### config.mk
export PLATFORM = sky130hd
export DESIGN_NAME = ahb_slave_if
export DESIGN_NICKNAME = d
export VERILOG_FILES = /design/src/rtl/ahb_apb_pkg.sv /design/src/rtl/ahb_addr_decode.sv /design/src/rtl/ahb_slave_if.sv
export SDC_FILE = /design/constraint.sdc
export NUM_CORES = 1
export LEC_CHECK = 0
export CAP_MARGIN = 20
export CORE_UTILIZATION = 35
export DETAILED_ROUTE_END_ITERATION = 10
export GPL_TIMING_DRIVEN = 0
export HOLD_SLACK_MARGIN = 0.1
export PLACE_DENSITY = 0.76
export SYNTH_ARGS = -nofsm -noshare
export SYNTH_HDL_FRONTEND = slang
export SYNTH_SLANG_ARGS = --single-unit
export TNS_END_PERCENT = 10
### constraint.sdc
create_clock -name Hclk -period 1.94 [get_ports Hclk]
set_clock_uncertainty 0.1 [all_clocks]
set_input_delay 0.291 -clock Hclk [delete_from_list [all_inputs] [get_ports Hclk]]
set_output_delay 0.291 -clock Hclk [all_outputs]
set_load 0.01 [all_outputs]
### src/rtl/ahb_apb_pkg.sv
// Shared codes for the AHB-to-APB bridge: HTRANS/HRESP/HSIZE encodings and the
// AHB slave front-end state encoding.
package ahb_apb_pkg;

   localparam logic [1:0] HTRANS_IDLE   = 2'b00;
   localparam logic [1:0] HTRANS_BUSY   = 2'b01;
   localparam logic [1:0] HTRANS_NONSEQ = 2'b10;
   localparam logic [1:0] HTRANS_SEQ    = 2'b11;

   localparam logic [1:0] HRESP_OKAY    = 2'b00;
   localparam logic [1:0] HRESP_ERROR   = 2'b01;

   localparam logic [2:0] HSIZE_BYTE    = 3'd0;
   localparam logic [2:0] HSIZE_HALF    = 3'd1;
   localparam logic [2:0] HSIZE_WORD    = 3'd2;

   typedef enum logic [2:0] {
      ST_IDLE,
      ST_DPHASE,
      ST_REQ,
      ST_WAIT,
      ST_DONE,
      ST_ERR1,
      ST_ERR2
   } slv_state_t;

endpackage

### src/rtl/ahb_addr_decode.sv
// Bridge address decoder: range/size check and one-hot peripheral select.
// Purely combinational; shared by the AHB front end and the APB controller.
module ahb_addr_decode
   import ahb_apb_pkg::*;
#(
   parameter int                ADDR_W      = 32,
   parameter int                NUM_SLV     = 3,
   parameter int                REGION_LOG2 = 10,
   parameter logic [ADDR_W-1:0] BASE_ADDR   = 'h8000_0000
) (
   input  logic [ADDR_W-1:0]  addr,
   input  logic [2:0]         size,
   output logic               hit,
   output logic [NUM_SLV-1:0] sel
);

   localparam int              IDX_W = ADDR_W - REGION_LOG2;
   localparam logic [ADDR_W:0] SPAN  = (ADDR_W+1)'(NUM_SLV) << REGION_LOG2;

   logic [ADDR_W-1:0] off;

   always_comb begin
      off = addr - BASE_ADDR;
      // The offset is widened by one bit so a span ending at the top of the map cannot wrap.
      hit = (addr >= BASE_ADDR) && ({1'b0, off} < SPAN) && (size <= HSIZE_WORD);
      for (int i = 0; i < NUM_SLV; i++)
         sel[i] = hit && (off[ADDR_W-1:REGION_LOG2] == IDX_W'(i));
   end

endmodule

### src/rtl/ahb_slave_if.sv
// AHB-Lite slave front end of the AHB-to-APB bridge: one request at a time to the APB FSM.
// Define AHB_SLV_WRITE_BUF_EN for posted (zero-wait) writes and the wr_err_sticky output.
module ahb_slave_if
   import ahb_apb_pkg::*;
#(
   parameter int                ADDR_W      = 32,
   parameter int                DATA_W      = 32,
   parameter int                NUM_SLV     = 3,
   parameter logic [ADDR_W-1:0] BASE_ADDR   = 'h8000_0000,
   parameter int                REGION_LOG2 = 10
) (
   input  logic               Hclk,
   input  logic               Hresetn,
   input  logic               Hreadyin,
   input  logic [1:0]         Htrans,
   input  logic               Hwrite,
   input  logic [2:0]         Hsize,
   input  logic [ADDR_W-1:0]  Haddr,
   input  logic [DATA_W-1:0]  Hwdata,
   output logic               Hreadyout,
   output logic [1:0]         Hresp,
   output logic [DATA_W-1:0]  Hrdata,
   output logic               req_valid,
   input  logic               req_ready,
   output logic               req_write,
   output logic [ADDR_W-1:0]  req_addr,
   output logic [DATA_W-1:0]  req_wdata,
   output logic [NUM_SLV-1:0] req_sel,
   input  logic               rsp_valid,
   input  logic [DATA_W-1:0]  rsp_rdata,
`ifdef AHB_SLV_WRITE_BUF_EN
   output logic               wr_err_sticky,
`endif
   input  logic               rsp_err
);

   slv_state_t         state_q, state_d;
   logic [ADDR_W-1:0]  req_addr_q, req_addr_d;
   logic               req_write_q, req_write_d;
   logic [DATA_W-1:0]  req_wdata_q, req_wdata_d;
   logic [NUM_SLV-1:0] req_sel_q, req_sel_d;
   logic [DATA_W-1:0]  hrdata_q, hrdata_d;
   logic [NUM_SLV-1:0] dec_sel;
   logic               dec_hit, xfer, take_bus, bg_wr;

   ahb_addr_decode #(
      .ADDR_W(ADDR_W), .NUM_SLV(NUM_SLV), .REGION_LOG2(REGION_LOG2), .BASE_ADDR(BASE_ADDR)
   ) u_dec (
      .addr(Haddr), .size(Hsize), .hit(dec_hit), .sel(dec_sel)
   );

`ifdef AHB_SLV_WRITE_BUF_EN
   logic               pend_q, pend_d, pend_hit_q, pend_hit_d;
   logic               pend_write_q, pend_write_d, sticky_q, sticky_d, take_pend;
   logic [ADDR_W-1:0]  pend_addr_q, pend_addr_d;
   logic [NUM_SLV-1:0] pend_sel_q, pend_sel_d;

   // In DPHASE/REQ/WAIT a set req_write_q means a posted write draining in the background.
   assign bg_wr         = req_write_q & ~pend_q;
   assign wr_err_sticky = sticky_q;
`else
   assign bg_wr         = 1'b0;
`endif

   always_comb begin
      Hreadyout = 1'b1;
      Hresp     = HRESP_OKAY;
      case (state_q)
         ST_DPHASE, ST_REQ, ST_WAIT: Hreadyout = bg_wr;
         ST_ERR1: begin
            Hreadyout = 1'b0;
            Hresp     = HRESP_ERROR;
         end
         ST_ERR2: Hresp = HRESP_ERROR;
         default: ;
      endcase
   end

   assign xfer = Hreadyin & Hreadyout & ((Htrans == HTRANS_NONSEQ) | (Htrans == HTRANS_SEQ));

   always_comb begin
      state_d     = state_q;
      req_addr_d  = req_addr_q;
      req_write_d = req_write_q;
      req_wdata_d = req_wdata_q;
      req_sel_d   = req_sel_q;
      hrdata_d    = hrdata_q;
      take_bus    = 1'b0;
`ifdef AHB_SLV_WRITE_BUF_EN
      pend_d       = pend_q;
      pend_hit_d   = pend_hit_q;
      pend_write_d = pend_write_q;
      pend_addr_d  = pend_addr_q;
      pend_sel_d   = pend_sel_q;
      sticky_d     = sticky_q;
      take_pend    = 1'b0;
`endif
      case (state_q)
         ST_IDLE, ST_DONE, ST_ERR2: begin
            state_d  = ST_IDLE;
            take_bus = xfer;
         end
         ST_DPHASE: begin
            if (req_write_q) req_wdata_d = Hwdata;
            state_d = ST_REQ;
         end
         ST_REQ: if (req_ready) state_d = ST_WAIT;
         ST_WAIT: if (rsp_valid) begin
`ifdef AHB_SLV_WRITE_BUF_EN
            if (req_write_q) begin
               sticky_d  = sticky_q | rsp_err;
               state_d   = ST_IDLE;
               take_pend = pend_q;
               take_bus  = ~pend_q & xfer;
            end else
`endif
            if (rsp_err) state_d = ST_ERR1;
            else begin
               if (!req_write_q) hrdata_d = rsp_rdata;
               state_d = ST_DONE;
            end
         end
         ST_ERR1: state_d = ST_ERR2;
         default: state_d = ST_IDLE;
      endcase
`ifdef AHB_SLV_WRITE_BUF_EN
      // Transfer arriving behind a posted write is parked; its data phase stalls until the drain.
      if (xfer && !take_bus) begin
         pend_d       = 1'b1;
         pend_hit_d   = dec_hit;
         pend_write_d = Hwrite;
         pend_addr_d  = Haddr;
         pend_sel_d   = dec_sel;
      end
      if (take_pend) begin
         pend_d  = 1'b0;
         state_d = pend_hit_q ? ST_DPHASE : ST_ERR1;
         if (pend_hit_q) begin
            req_addr_d  = pend_addr_q;
            req_write_d = pend_write_q;
            req_sel_d   = pend_sel_q;
         end
      end
`endif
      if (take_bus) begin
         state_d = dec_hit ? ST_DPHASE : ST_ERR1;
         if (dec_hit) begin
            req_addr_d  = Haddr;
            req_write_d = Hwrite;
            req_sel_d   = dec_sel;
         end
      end
   end

   always_ff @(posedge Hclk or negedge Hresetn) begin
      if (!Hresetn) begin
         state_q     <= ST_IDLE;
         req_addr_q  <= '0;
         req_write_q <= 1'b0;
         req_wdata_q <= '0;
         req_sel_q   <= '0;
         hrdata_q    <= '0;
      end else begin
         state_q     <= state_d;
         req_addr_q  <= req_addr_d;
         req_write_q <= req_write_d;
         req_wdata_q <= req_wdata_d;
         req_sel_q   <= req_sel_d;
         hrdata_q    <= hrdata_d;
      end
   end

`ifdef AHB_SLV_WRITE_BUF_EN
   always_ff @(posedge Hclk or negedge Hresetn) begin
      if (!Hresetn) begin
         pend_q       <= 1'b0;
         pend_hit_q   <= 1'b0;
         pend_write_q <= 1'b0;
         pend_addr_q  <= '0;
         pend_sel_q   <= '0;
         sticky_q     <= 1'b0;
      end else begin
         pend_q       <= pend_d;
         pend_hit_q   <= pend_hit_d;
         pend_write_q <= pend_write_d;
         pend_addr_q  <= pend_addr_d;
         pend_sel_q   <= pend_sel_d;
         sticky_q     <= sticky_d;
      end
   end
`endif

   assign req_valid = (state_q == ST_REQ);
   assign req_write = req_write_q;
   assign req_addr  = req_addr_q;
   assign req_wdata = req_wdata_q;
   assign req_sel   = req_sel_q;
   assign Hrdata    = hrdata_q;

endmodule

==> results by group <==
Floorplan
  – Row count: 38
  – Die X: roughly 110 microns
  – Die area: between 10,000 and 15,000 sq um
  – I/O pin cnt: about 210
  – Chip height: around 110 microns
  – Core Area: between 10,000 and 15,000 sq um
  – Initial cell density of the core: a little over a third

Yosys
  – Synth area leaders: dfrtp_1 65%, mux2_2 20%, mux2_4 3.4%, nor2b_1 3.2%, buf_2 1.0%
  – Synth top area share: between 60% and 70%
  – Synth area leader: dfrtp_1
  – #FFs+latches synth: between 100 and 150
  – Yosys warnings: 0
  – Post-Syn Area: 3950 sq um
  – Synth Area per Inst: 15.8 sq um
  – Synth unique cells: 32
  – Syn Nets: 358
  – Sequential area share after synthesis: around two thirds
  – Mapped Cells: 250

Cells and area
  – Fill count: approximately 850
  – Final core occ: between 60% and 70%
  – Nets: just under 600
  – Area growth from synthesis to layout: 70.3%
  – Final Non-Filler Cells: 626
  – N_diodes: 0
  – Share of cells above drive strength 1: around a quarter
  – Multi-input logic area: ~1400 sq um
  – Reg area: approximately 2600 sq um
  – Cell area after layout: about 6700 sq um

Power and ir drop
  – Logic pwr share: between 20 and 30%
  – Clock power frac: 27.3%
  – Sequential power share: between 40 and 50%
  – Leak pwr: 0.00308 uW
  – Int Pwr: around 4600 uW
  – Cell Pwr Density: between 900 and 1000 nW/um^2
  – Switching share of power: a little over a quarter
  – Switching pwr: about 1700 uW
  – Worst-case vdd ir drop: about 0.7 mV
  – PnR Total Power: 6230 uW

Critical path
  – Reg2Reg Depth: 6
  – Slowest CP cell: clkdlybuf4s50_1
  – CP max FO: 9
  – Critical Setup Path Class: in -> reg
  – Max stage delay on crit path: about 0.47 ns
  – Critical Path RT: 2.06 ns
  – Worst setup SP type: primary input
  – Buf+Inv Stages, Crit Path: 3
  – CP Capture Type: register
  – Top delay family on crit path: buffers and inverters
  – Cells along the critical path: clkdlybuf4s50_1 -> nor2b_1 -> nand4_4 -> nor3_4 -> buf_6 -> buf_12 -> mux2_2
  – Critical path depth: 7
  – Worst EP arrival: ~2 ns

GRT
  – Vias in the first global route: 3,027
  – First-pass GRT wire length: approximately 15,000 microns
  – Grt ovf: 0
  – Largest net degree at the start of global routing: between 50 and 60
  – Antenna violations before repair: 0
  – All-Layer GR Usage: between 15 and 20%

Placement
  – Port Buffers: 209
  – GPL Wtd Cong: between 0.6 and 0.7
  – Placed cell areas: 6240 sq um
  – Final HPWL from detailed placement: between 7000 and 8000 microns
  – Placed insts: 600

STA
  – Max Freq: roughly 530 MHz
  – Setup Viol. Count Final: 0
  – Max-slew violation count: 0
  – Endpoints failing hold: 0
  – Worst Tran Pin Value: between 0.6 and 0.7 ns
  – Period utilization: between 90% and 100%
  – Slew margin rel.: between 50% and 60%
  – Post-route minimum period: around 1.9 ns

Clocking
  – Clock sinks: just over 100
  – TritonCTS clock tree: built
  – Clock Path Buffers: 2
  – Clk_lat worst skew: about 0.33 ns
  – Clk slew on worst S/H paths: around 0.070 ns
  – CTS Buf Count: 9
  – CTS root buf: clkbuf_16
  – Htree depth: 3

Route
  – DRC: 0
  – ANT nets after route: 0
  – DR iter-0 viols: 66
  – Avg WL per Cell: around 16 microns
  – WL final: 9710 microns
  – Avg Vias per Cell: ~4.6
  – Drt pass-1 iters: 4
  – Routed via count: around 2,900

Outcome
  – Status: complete, no violations

Hold path
  – Hold path cells: 2
  – Worst hold path class: in -> reg

Flow run
  – Max_cap viols: 0
-- area by class of cell --
type | count | area share (%)
tap | 140 | 2.60
inverter | 1 | 0.0558
sequential | 103 | 38.3
multi-input combinational | 134 | 20.3
clock buffer | 9 | 3.35
timing repair buffer | 220 | 33.3
buffer | 12 | 1.25
clock inverter | 7 | 0.818
-- cells in the final DEF, fill, tap and decap left out, types with 4 or more instances in the layout --
master           instances
buf_2                    6
buf_4                    8
clkbuf_16                9
clkdlybuf4s50_1        197
dfrtp_1                102
dlygate4sd2_1            5
dlymetal6s2s_1           6
mux2_2                  70
mux2_4                   9
nor2b_1                 20
nor4_4                   4
o21ai_0                  4
-- synthesized netlist by cell type (all sizes together) --
library cell / n
dfrtp: 103
mux2: 81
nor2b: 20
buf: 10
nor4: 4
o21ai: 4
nor3: 3
a21oi: 2
clkbuf: 2
nand2: 2
nand2b: 2
nand3: 2
nand4: 2
nor2: 2
nor3b: 2
a221oi: 1
and2: 1
conb: 1
inv: 1
nand3b: 1
nand4b: 1
nor4bb: 1
or2: 1
xor2: 1
-- worst register-to-register path, stage by stage, from the launching register on --
cell and delay [ns]:
dfrtp_1 0.39, buf_6 0.13, nand4b_1 0.25, nor3_4 0.27, buf_6 0.14, buf_12 0.11, mux2_2 0.33
-- layer usage --
metal  global-route usage [%]  routed length [microns]  up-vias
li1                         -                        -     1333
met1                     18.7                     3760     1391
met2                     28.0                     4770      136
met3                     6.45                     1070       10
met4                     5.21                       97        0
met5                        0                        0        -
-- flip-flops by register name, summed over array words and instances (netlist names) --
| name | cells |
|---|---|
| Hrdata | 32 |
| req_addr | 32 |
| req_sel | 3 |
| req_wdata | 32 |
| req_write | 1 |
| state_q | 3 |
-- kinds of logic (layout without fill, tap and decap cells) --
kind of cell	Yosys count	in the layout	share of synthesized area, %
buf+inv	13	249	1.87
xor+xnor	1	1	0.222
other cells	1	1	0.0949
simple gates	44	44	7.69
mux	81	81	23.9
flops	103	103	65.2
compound gates	7	7	0.981
-- power groups by stage --
stage | sequential [uW] | combinational [uW] | clock, uW
6_report | 2690 | 1830 | 1700
4_1_cts | 2700 | 1780 | 1770
3_3_place_gp | 2720 | 1740 | 0
5_1_grt | 2740 | 1970 | 1850
2_1_floorplan | 2880 | 504 | 0
3_5_place_dp | 2740 | 1770 | 0
-- metrics by stage --
step | setup slack, ns | setup TNS, ns | hold WS [ns]
6_report | 0.0584 | 0 | 0.351
5_1_grt | -0.0249 | -0.0985 | 0.361
4_1_cts | -0.0108 | -0.0163 | 0.338
3_5_place_dp | -0.624 | -18.71 | 0.253
3_3_place_gp | -3.28 | -355.02 | 0.349
2_1_floorplan | 0.00417 | 0 | -0.105
-- what timing repair did --
item / CTS / global route
endpoints found under the setup margin: 45 / 67
hold buffers: 1 / 0
setup buffers: 3 / 5
pin swaps: 4 / 7
gates cloned: 1 / 0
hold endpoints to repair: 48 / 0
resized for setup: 13 / 16
-- worst paths after layout --
| kind | endpoint | startpoint | slack [ns] |
|---|---|---|---|
| worst max-delay path | req_sel[2]$_DFFE_PN0P_ | Haddr[31] | 0.06 |
| worst min-delay path | req_addr[10]$_DFFE_PN0P_ | Haddr[10] | 0.35 |
| worst max register to register | req_sel[2]$_DFFE_PN0P_ | state_q[0]$_DFFE_PN0P_ | 0.10 |
| worst min register to register | req_addr[31]$_DFFE_PN0P_ | req_addr[31]$_DFFE_PN0P_ | 0.38 |
| max in group asynchronous | req_addr[28]$_DFFE_PN0P_ | Hresetn | 0.64 |
| min in group asynchronous | req_wdata[26]$_DFFE_PN0P_ | Hresetn | 0.40 |
(Power assumes the default switching activity.)
==> RTL change 1, RTL diff (config.mk and constraints unchanged) <==
Encoding of `slv_state_t`: now Gray code (3 bits for 7 states).
--- a/src/rtl/ahb_apb_pkg.sv
+++ b/src/rtl/ahb_apb_pkg.sv
@@ -16,11 +16,11 @@
 
    typedef enum logic [2:0] {
-      ST_IDLE,
-      ST_DPHASE,
-      ST_REQ,
-      ST_WAIT,
-      ST_DONE,
-      ST_ERR1,
-      ST_ERR2
+      ST_IDLE   = 3'b000,
+      ST_DPHASE = 3'b001,
+      ST_REQ    = 3'b011,
+      ST_WAIT   = 3'b010,
+      ST_DONE   = 3'b110,
+      ST_ERR1   = 3'b111,
+      ST_ERR2   = 3'b101
    } slv_state_t;
 
Behaviour: no difference found for any inputs over 10 cycles, from zero or initial values and one cycle with Hresetn low; not proved beyond that.
==> RTL change 1 against the unedited design <==
Via count rose by 0.73%. Sequential cell count unchanged. Wire length grew 2.4%. Design area shrank 1.3%. Power decreased by 0.53%. Core utilization down 0.29 points. Area after synthesis down 1.1%. Setup slack got worse by 0.039 ns. Register-to-register slack worse by 0.08 ns. First-iteration DRC count up 55%. Maximum frequency shrank 2.0%.
==> RTL change 1: results (changes against the unedited design) <==
set qor(status) {complete, no violations}
set qor(worst_r2r_endpoint) {req_addr[9]}
set qor(critPathMaxFanout) 7 ;# -2
set qor(root_buffer) {clkbuf_8}
set qor(global_route.usage.total_pct) 17.4 ;# +1.0 points
set qor(dp_hpwl_mm) 7.30 ;# +1.4%
set qor(ys_top_cells_by_count) {dfrtp_1, mux2_2, nor2b_1}
set qor(grtUsageMet3_pct) 5.63 ;# -0.82 points
set qor(worst_hold_slack_ns) 0.368 ;# +0.0176 ns
set qor(hold_path.class) {in2async}
set qor(pin_count_of_the_biggest_net_entering_global_routing) 63 ;# +13%
set qor(synth_seq_area_share_pct) 66.0 ;# +0.75 points
set qor(clkTransAtPathRegs_ns) 0.09 ;# +0.02 ns
set qor(placedInstanceArea_um2) 6200 ;# -0.72%
set qor(worst_ir_drop_vdd_mv) 0.753 ;# +8.7%
set qor(grt_pass1_wl_mm) 15.4 ;# +5.6%
set qor(routed-wl-met2_mm) 5.08 ;# +6.5%
set qor(worstRegToRegCells) 7 ;# +1
set qor(critical_path.max_stage_delay_ns) 0.41 ;# -0.06 ns
set qor(fin_nets) 592 ;# +0.51%
set qor(relSlewSlack_pct) 62.9 ;# +5.2 points
set qor(detailroute.wirelength.met3_um) 783 ;# -27%
set qor(leakage_nw) 2.99 ;# -3.1%
set qor(yosys-top-cells-area) {dfrtp_1, mux2_2, nor2b_1}
set qor(nFillCells) 851 ;# +0.35%
set qor(num_vias) 2891 ;# +0.73%
set qor(met1_wirelength_mm) 3.93 ;# +4.4%
set qor(yosysUniqueCellTypes) 31 ;# -3.1%
set qor(worst-setup-path-type) {reg2reg}
set qor(grt_use_met2_pct) 30.4 ;# +2.4 points
set qor(timing.reg2reg.setup_slack_ns) 0.02 ;# -0.08 ns
set qor(number_of_global_route_vias_before_repair) 3147 ;# +4.0%
set qor(m1_gr_usage_pct) 20.0 ;# +1.2 points
[RTL change 1: final cells by class]
cell class | count | area [um^2] | area share (%)
clock buffer | 11 | 141 | 2.13
multi-input combinational | 134 | 1350 | 20.3
sequential | 103 | 2580 | 38.8
clock inverter | 4 | 70.1 | 1.05
buffer | 13 | 104 | 1.56
timing repair buffer | 221 | 2210 | 33.3
tap | 140 | 175 | 2.64
inverter | 2 | 7.51 | 0.113
[RTL change 1: report_power, final]
group          switching [mW]  total, mW  internal [mW]
clock                   0.687       1.44          0.752
sequential              0.197       2.71           2.51
combinational           0.736       2.04           1.31
[RTL change 1: per-stage QoR]
stage | setup WS [ns] | cells
2_1_floorplan | -0.0520 | 252
3_3_place_gp | -3.34 | 601
3_5_place_dp | -0.713 | 602
4_1_cts | -0.0779 | 627
5_1_grt | -0.0795 | 628
6_report | 0.0194 | 628
[RTL change 1: repair_timing]
| item | CTS | global route |
|---|---|---|
| pin swaps | 3 | 5 |
| endpoints found under the setup margin | 58 | 98 |
| setup buffers | 8 | 1 |
| resized for setup | 19 | 32 |
| gates cloned | 1 | 0 |
| hold buffers | 1 | 0 |
| hold endpoints to repair | 41 | 0 |
[RTL change 1: worst max-delay path: cells and delay by family, from the launching register on]
kind                   cells  cell delay [ns]
buffers and inverters      3             0.43
flip-flops                 1             0.41
multiplexers               1             0.30
AND/OR/NAND/NOR            1             0.12
AO/OA/AOI/OAI              2             0.45
[RTL change 1: logic make-up after synthesis]
logic type             count (synthesis)  share of synthesized area [%]
other                                  1                         0.0960
AND/OR/NAND/NOR                       41                           6.63
multiplexers                          80                           23.1
buffers and inverters                 15                           2.08
flip-flops                           103                           66.0
XOR/XNOR                               1                          0.224
AO/OA/AOI/OAI                         11                           1.95
==> RTL change 2, RTL diff (config.mk and constraints unchanged) <==
Without the edit above. The option `AHB_SLV_WRITE_BUF_EN` is turned on by a define.
--- a/src/rtl/ahb_slave_if.sv
+++ b/src/rtl/ahb_slave_if.sv
@@ -1,4 +1,6 @@
 // AHB-Lite slave front end of the AHB-to-APB bridge: one request at a time to the APB FSM.
 // Define AHB_SLV_WRITE_BUF_EN for posted (zero-wait) writes and the wr_err_sticky output.
+`define AHB_SLV_WRITE_BUF_EN
+
 module ahb_slave_if
    import ahb_apb_pkg::*;
Formal check against the unedited RTL (old outputs only; new: wr_err_sticky): not equivalent (a bounded check fails within 4 cycles, from zero or initial values and one cycle with Hresetn low).
==> RTL change 2 against the unedited design <==
The flow now finishes with violations (setup timing). Core utilization fell by 4.0 points. Via count is 54% higher. Sequential cell count rose by 39. Critical path depth shrank 2. Maximum frequency is 9.4% lower. Cell count is 47% higher. Setup slack worse by 0.19 ns. Wire length up 63%. Die area is 49% higher. Area after synthesis grew 50%. Design area rose by 41%. Power rose by 65%. Critical path type is now reg2reg. Largest cell class unchanged.
==> RTL change 2: results (changes against the unedited design) <==
set qor(cp-startpoint) {state_q[2]}
set qor(yosys-top-cells-area) {dfrtp_1, mux2_2, nand3_1}
set qor(tritoncts.num_buffers) 17 ;# +8
set qor(n_all_buffers) 261 ;# +13%
set qor(grt_pass1_wl_mm) 25.7 ;# +77%
set qor(final_critical_path_setup_slack_ns) -0.136 ;# -0.195 ns
set qor(total_setup_buffers_inserted_after_cts) 20 ;# +17
set qor(routabilityCongestion) 0.814 ;# +17%
set qor(pin_count_of_the_biggest_net_entering_global_routing) 74 ;# +32%
set qor(worst-endpoint-arrival_ns) 2.27 ;# +0.27 ns
set qor(grtUsageMet3_pct) 6.46 ;# +0.0094 points
set qor(worst_ir_drop_vdd_mv) 0.651 ;# -6.0%
set qor(drive_above_1_share_pct) 33.0 ;# +6.7 points
set qor(postSynthCellCount) 433 ;# +73%
set qor(m1_gr_usage_pct) 21.3 ;# +2.6 points
set qor(drtIter0Drc) 125 ;# +89%
set qor(yosysUniqueCellTypes) 44 ;# +38%
set qor(numPortBuffers) 210 ;# +0.48%
set qor(synthesized_area_fraction_occupied_by_ao_oa_aoi_and_oai_cells_pct) 4.73 ;# +3.8 points
set qor(status) {finished with violations}
set qor(drt-wirelength-per-cell_um) 17.2 ;# +11%
set qor(routed-wl-met2_mm) 8.29 ;# +74%
set qor(failing_checks) {setup timing}
set qor(leakage_nw) 4.18 ;# +36%
set qor(critPathMaxFanout) 7 ;# -2
set qor(worst_r2r_endpoint) {req_addr[8]}
set qor(setup.worst_path.end) {req_addr[8]}
set qor(final.signal_inverter_count) 5 ;# +4
set qor(finish.utilization_pct) 57.5 ;# -4.0 points
set qor(dr.pass1.iters) 5 ;# +1
set qor(syn-num-nets) 541 ;# +51%
set qor(worstMarginPinSlew_ns) 0.660 ;# +0.0263 ns
set qor(maxUsedRoutingLayer) {met5}
set qor(worst_hold_slack_ns) 0.183 ;# -0.168 ns
set qor(layout.clock.cell_area_share_pct) 6.50 ;# +2.3 points
set qor(ys_top_cells_by_count) {dfrtp_1, mux2_2, nand2_1, nand3_1, a21oi_1}
set qor(area.sequential_um2) 3560 ;# +38%
set qor(num-clock-buffers) 18 ;# +9
set qor(detailroute.wirelength.met3_mm) 1.11 ;# +3.5%
set qor(setup_tns_ns) -1.68 ;# -1.68 ns
set qor(synth_xor_xnor_area_share_pct) 0.148 ;# -0.074 points
set qor(crit_family) {simple AND/OR/NAND/NOR gates}
set qor(p_sw_mw) 2.74 ;# +65%
set qor(cts_max_level) 4 ;# +1
set qor(setup_viol) 38 ;# +38
set qor(nFillCells) 1344 ;# +58%
set qor(cts_resized) 63 ;# +50
set qor(sink_of_the_worst_hold_path) {pend_addr_q[21]}
set qor(dp.cells) 864 ;# +44%
set qor(synth_seq_area_share_pct) 60.0 ;# -5.2 points
set qor(worst_skew_pair.late_latency_ns) 0.41 ;# +0.08 ns
set qor(synthMuxAreaShare_pct) 24.1 ;# +0.21 points
[RTL change 2: cell count changes after synthesis, moves of 4 or more]
| cell | before | now |
|---|---|---|
| dfrtp_1 | 103 | 142 |
| mux2_2 | 70 | 108 |
| nand2_1 | 2 | 24 |
| nand3_1 | 2 | 24 |
| a21oi_1 | 2 | 21 |
| nor2b_1 | 20 | 1 |
| mux2i_1 | 0 | 9 |
| o21ai_0 | 4 | 12 |
| clkbuf_1 | 2 | 8 |
| buf_4 | 1 | 5 |
| inv_1 | 1 | 5 |
| nand2b_1 | 1 | 5 |
[RTL change 2: power by group through the flow]
stage | registers (mW) | logic [mW] | clock network [mW]
finish | 4.05 | 2.84 | 3.41
global route | 4.14 | 3.04 | 3.61
CTS | 4.04 | 2.75 | 3.47
detailed placement | 4.09 | 2.58 | 0
global placement | 4.04 | 2.48 | 0
floorplan | 4.17 | 1.11 | 0
